`src/rtl/rpl_requester.sv`:
```
// Client-side requester for one resource pool lock port: accepts an op, requests a
// resource, holds it until done/flush, then issues a single-cycle release.
module rpl_requester #(
    parameter int ID_WIDTH     = 8,
    parameter int RES_ID_WIDTH = 1,
    parameter int STARVE_LIMIT = 15,
    parameter int CNT_W        = 4
) (
    input  logic                    clk,
    input  logic                    rst_n,
    input  logic                    op_valid,
    output logic                    op_ready,
    input  logic [ID_WIDTH-1:0]     op_issue_id,
    input  logic                    op_oneshot,
    input  logic                    done,
    input  logic                    flush,
    // packed as {req, req_issue_id, release_lock}
    output logic [ID_WIDTH+1:0]     rpl_out,
    input  logic                    grant,
    input  logic [RES_ID_WIDTH-1:0] alloc_id,
    output logic                    gnt_pulse,
    output logic [RES_ID_WIDTH-1:0] gnt_id,
    output logic                    held_valid,
    output logic                    starved,
    output logic                    lost_grant
);

    typedef enum logic [1:0] {IDLE, REQ, HOLD, REL} state_t;

    localparam logic [CNT_W-1:0] CNT_MAX = '1;
    localparam logic [CNT_W-1:0] LIMIT   = CNT_W'(STARVE_LIMIT);

    state_t             state, state_nxt;
    logic [ID_WIDTH-1:0] id_q;
    logic               oneshot_q;
    logic [CNT_W-1:0]   cnt;
    logic               take;       // resource won this cycle: pulse and capture id
    logic               lose;       // grant dropped while holding

    always_comb begin
        state_nxt = state;
        take      = 1'b0;
        lose      = 1'b0;
        case (state)
            IDLE: if (op_valid) state_nxt = REQ;
            REQ: begin
                if (grant) begin
                    if (oneshot_q) begin
                        take      = 1'b1;
                        state_nxt = IDLE;
                    end else if (!flush) begin
                        take      = 1'b1;
                        state_nxt = HOLD;
                    end else begin
                        // pool already marked us owner, so it must be told to free it
                        state_nxt = REL;
                    end
                end else if (flush) begin
                    state_nxt = IDLE;
                end
            end
            HOLD: begin
                if (done || flush) state_nxt = REL;
                else if (!grant)   lose      = 1'b1;
            end
            REL: state_nxt = IDLE;
            default: state_nxt = IDLE;
        endcase
    end

    always_ff @(posedge clk or negedge rst_n) begin
        if (!rst_n) begin
            state      <= IDLE;
            id_q       <= '0;
            oneshot_q  <= 1'b0;
            cnt        <= '0;
            gnt_pulse  <= 1'b0;
            gnt_id     <= '0;
            lost_grant <= 1'b0;
        end else begin
            state     <= state_nxt;
            gnt_pulse <= take;
            if (state == IDLE && op_valid) begin
                id_q      <= op_issue_id;
                oneshot_q <= op_oneshot;
            end
            if (take) gnt_id <= alloc_id;
            if (lose) lost_grant <= 1'b1;
            if (state == REQ && state_nxt == REQ) begin
                if (cnt != CNT_MAX) cnt <= cnt + 1'b1;
            end else begin
                cnt <= '0;
            end
        end
    end

    // All pool-facing fields come from registered state only.
    assign op_ready   = (state == IDLE);
    assign held_valid = (state == HOLD);
    assign starved    = (state == REQ) && (cnt >= LIMIT);
    assign rpl_out    = {state == REQ, id_q, (state == REL) || (state == REQ && oneshot_q)};

endmodule
```
`config.mk`:
```
export PLATFORM = sky130hd
export DESIGN_NAME = rpl_requester
export DESIGN_NICKNAME = d
export VERILOG_FILES = /design/src/rtl/rpl_requester.sv
export SDC_FILE = /design/constraint.sdc
export NUM_CORES = 1
export LEC_CHECK = 0
export BUFFER_PORTS_ARGS = -buffer_cell sky130_fd_sc_hd__buf_2
export CAP_MARGIN = 40
export CORE_UTILIZATION = 40
export CTS_BUF_LIST = sky130_fd_sc_hd__clkbuf_4
export DETAILED_ROUTE_END_ITERATION = 6
export HOLD_SLACK_MARGIN = 0.1
export PLACE_DENSITY = 0.68
export SYNTH_ARGS = -nofsm -noshare
export SYNTH_HDL_FRONTEND = slang
export SYNTH_SLANG_ARGS = --single-unit
```
`constraint.sdc`:
```
create_clock -name clk -period 1.55 [get_ports clk]
set_input_delay 0 -clock clk [delete_from_list [all_inputs] [get_ports clk]]
set_output_delay 0 -clock clk [all_outputs]
set_load 0.05 [all_outputs]
```
# --- Yosys cells after proc, flatten, opt, wreduce, memory -nomap -nowiden ---
# Cells that the tools add are included.
classes:
  reduce_logical: 7
  muxes: 16
  add_sub_neg: 1
  n_eq_ne: 6
  magnitude_cmp: 1
op_table:
  columns: ["cell", "count"]
  rows:
  - ["two-way mux 2 bit", 5]
  - ["two-way mux 1 bit", 8]
  - ["two-way mux 4 bit", 2]
  - ["case mux 2 bit (4 select lines)", 1]
  - ["adder 4 x 1 -> 4 bit (second input constant)", 1]
  - ["== test 2 x 1 -> 1 bit (second input constant)", 2]
  - ["== test 2 bit (second input constant)", 2]
  - ["greater-or-equal comparator 4 bit (second input constant)", 1]
  - ["logical AND 1 bit", 4]
  - ["!= test 4 bit (second input constant)", 1]
  - ["zero test 2 bit", 1]
  - ["logical OR 1 bit", 2]
  - ["!= test 2 x 1 -> 1 bit (second input constant)", 1]
totals:
  word_cells: 38
  input_bits: 16
  output_inout_bits: 16
  reg_bits: 18

# --- Depth between registers and ports, before layout ---
logic_depth:
  depth_word: 7
  mapped_depth: 4
  depth_no_buf: 4

# --- Worst setup path before layout ---
# OpenSTA, ideal clock, no wires.
synth_timing:
  path_kind: "reg2out"
  from: "register cnt[0]"
  to: "output starved"
  t_required_ns: 1.550
  path_buffers: 0
  t_arrival_ns: 1.910
  slack_ns: -0.360
  path_stages_with_launch: 4
  cell_sequence: "dfrtp_1 ha_1 nand3_1 nor3b_1"
synth_between:
  elab_chain_len: 2
synth_lines:
  columns: ["element", "line_no", "text"]
  rows:
  - ["start: declaration", "36", "logic [CNT_W-1:0] cnt;"]
  - ["start signal: assignment", "90", "if (cnt != CNT_MAX) cnt <= cnt + 1'b1;"]
  - ["greater-or-equal comparator 4 bit", "100", "assign starved = (state == REQ) && (cnt >= LIMIT);"]
  - ["logical AND 1 bit", "100", null]
  - ["end: declaration", "24", "output logic starved,"]
# Every way passes these cells.

# --- Worst setup path after layout ---
# Same ends and word-level chain as after synthesis.

==> flow_metrics.py <==
metrics = {
    "pwr": {
        "leakage_nw": 0.587,
        "p_per_area_nw_per_um2": 2040,
        "vdd_drop_max_uv": 1400,
    },
    "global_routing": {
        "grt_usage_pct": 15.5,
        "antenna_found_initial": 0,
        "grt_pass1_vias": 591,
        "grt_max_degree": 19,
        "gr-total-overflow": 0,
        "grt_pass1_wl_microns": 2390,
    },
    "clock_tree": {
        "cts.path.max_buffers": 2,
        "cts_tree": "yes",
        "insertion_delay_ns": 0.29,
        "clk_pin_slew_ns": 0.10,
        "post_cts_buffers": 0,
        "root_buffer": "clkbuf_4",
        "numCtsBuffers": 3,
        "htreeDepth": 1,
        "cts.sinks": 18,
    },
    "worst_setup_path": {
        "crit_path_cell_trace": "ha_2 > nand3_2 > nor3b_2 > buf_4",
        "path_max_fanout": 4,
        "rrSetupSlack_ns": 0.19,
        "critical_path.reg2reg.startpoint": "state[1]",
        "worstRegToRegCells": 3,
        "cp_slowest_cell": "dfrtp_1",
        "reg2reg_to": "gnt_id",
        "critPathCaptureType": "output pin",
        "slowest_delay_ns": 0.42,
        "path_class": "reg2out",
        "worstPathRequired_ns": 1.55,
        "arrival_ns": 1.45,
        "start_kind": "register",
    },
    "synth": {
        "synth_top_area_cell": "dfrtp_1",
        "synth_area_leaders": "dfrtp_1 55%, mux2_4 18%, nor2_1 2.7%, nor3_1 1.8%, o21ai_0 1.8%",
        "syn_inst": 62,
        "ys_seq_area_share_pct": 54.7,
        "synth_fa_ha_area_share_pct": 1.52,
        "ys_seq_elements": 18,
        "synth_top_cell_area_share_pct": 54.7,
        "yosys.area_share.simple_pct": 17.3,
        "ys_types": 23,
        "ys_warn_count": 0,
        "synth_nets": 79,
        "synthXorXnorAreaFrac_pct": 1.06,
        "synth_compound_area_share_pct": 4.56,
        "netlist_area_sq_um": 823,
        "synth_top_family_by_area": "multiplexers",
        "synthMuxAreaShare_pct": 19.5,
        "avgSynthCellArea_sq_um": 13.3,
    },
    "sta": {
        "min_period_ns": 1.45,
        "fin_tns_setup_ns": 0,
        "slew_headroom_pct": 73.3,
        "final-setup-viol-count": 0,
        "timing.fmax_mhz": 688,
        "period_share_pct": 93.7,
        "skew_ns": 0.00165,
        "hold_viol": 0,
        "slew_violations": 0,
        "worst_pin_slew_ns": 0.401,
    },
    "final_layout": {
        "area_delta_synth_final_pct": 45.4,
        "drive_gt1_share_pct": 46.8,
        "nNetsFinal": 129,
        "layout_common_cells": "30 x buf_2, 18 x dfrtp_1, 15 x dlygate4sd3_1",
        "layout_commonest_cell": "buf_2",
        "register_area_sq_um": 450,
        "n_antenna_cell": 0,
        "fillCellCount": 149,
        "multi_input_area_sq_um": 379,
        "final_area_sq_um": 1200,
    },
    "route": {
        "avgViaCountPerCell": 4.87,
        "post-route-drc-count": 0,
        "ant_nets": 0,
        "wire_per_inst_microns": 12.6,
        "drtIter0Drc": 11,
        "first_pass_iters": 4,
        "vias": 672,
        "drt-total-wl_microns": 1740,
    },
    "floorplan": {
        "num_rows": 16,
        "pin_count": 32,
        "die_area_sq_um": 2240,
        "core_area_sq_um": 1940,
        "die_y_microns": 47.4,
        "start_util_pct": 42.4,
        "die_w_microns": 47.4,
    },
    "place": {
        "hpwl_microns": 1050,
        "place.gp.congestion": 0.654,
        "placed_cell_area_sq_um": 1010,
        "portBuffers": 31,
    },
    "min_path": {
        "min_path_type": "in2async",
    },
    "status": {
        "outcome": "finished, final reports clean",
    },
    "flow_run": {
        "cap_violations": 0,
    },
}
## critical path: cells and delay by family (launching register included)
kind                     cells  cell delay (ns)
adder cells (fa/ha/maj)      1             0.24
buffers and inverters        1             0.21
flip-flops                   1             0.42
AND/OR/NAND/NOR              2             0.29
## state kept, by name (all words and copies together) (netlist names)
name        cells
lost_grant      1
state           2
cnt             4
oneshot_q       1
id_q            8
gnt_pulse       1
gnt_id          1
## timing repair
action,in CTS,in global routing
gates cloned,0,0
setup endpoints to repair,1,1
resized for setup,1,2
hold buffers,15,0
endpoints found under the hold margin,32,0
## worst max-delay path by stage
stage	start	to	slack [ns]	cells past startpoint
after global placement	state[1]	gnt_id	0.24	3
after detailed placement	state[1]	gnt_id	0.21	3
after global routing	cnt[0]	starved	-0.002	4
after CTS	cnt[0]	starved	0.01	4
final	cnt[0]	starved	0.1	4
after floorplan	state[1]	state[1]	0.03	2
## logic make-up (layout without fill, tap and decap cells)
group	count (synthesis)	after routing
mux	11	11
simple gates	24	24
flops	18	18
fa+ha+maj	1	1
compound gates	6	6
xor+xnor	1	1
buf+inv	1	50
## synth_stat cells, drive strengths merged
cell type	instances
nor3	3
a21o	1
or3b	1
nor3b	2
and2b	1
nand3	2
nor2b	2
xnor2	1
and2	1
dfrtp	18
buf	1
nand2b	1
and3b	1
o21ai	3
mux2	10
nor2	7
a31oi	1
mux2i	1
nand2	2
a31o	1
ha	1
and3	1
## per-layer routing
layer	wire (microns)	vias up	GRT usage (%)
li1	-	322	-
met1	760	323	17.1
met2	888	22	27.9
met3	68	5	3.85
met4	23	0	6.86
met5	0	-	0
## where the power goes
| part | leakage (nW) | internal, mW | switching (mW) |
|---|---|---|---|
| Combinational | 0.349 | 0.493 | 0.927 |
| Clock | 0.0154 | 0.0936 | 0.142 |
| Sequential | 0.223 | 0.649 | 0.134 |
| Total | 0.587 | 1.24 | 1.20 |
## per-stage QoR
stage          std cells  power (mW)  setup slack (ns)  util [%]  hold WS (ns)
5_1_grt              138        2.57          -0.00187      61.7         0.183
3_3_place_gp         119        2.16             0.241      52.1       -0.0522
6_report             138        2.44            0.0969      61.7         0.155
3_5_place_dp         119        2.18             0.212      52.1       -0.0510
4_1_cts              138        2.45            0.0142      61.3         0.171
2_1_floorplan         62        1.92            0.0313         -        -0.296
## area by class of cell
class | instances | area share (%)
Tap cell | 27 | 2.82
Clock buffer | 3 | 1.88
Timing Repair Buffer | 46 | 25.7
Sequential cell | 18 | 37.6
Multi-Input combinational cell | 43 | 31.7
Clock inverter | 1 | 0.313
No activity file was read; power rests on OpenSTA's default activity.
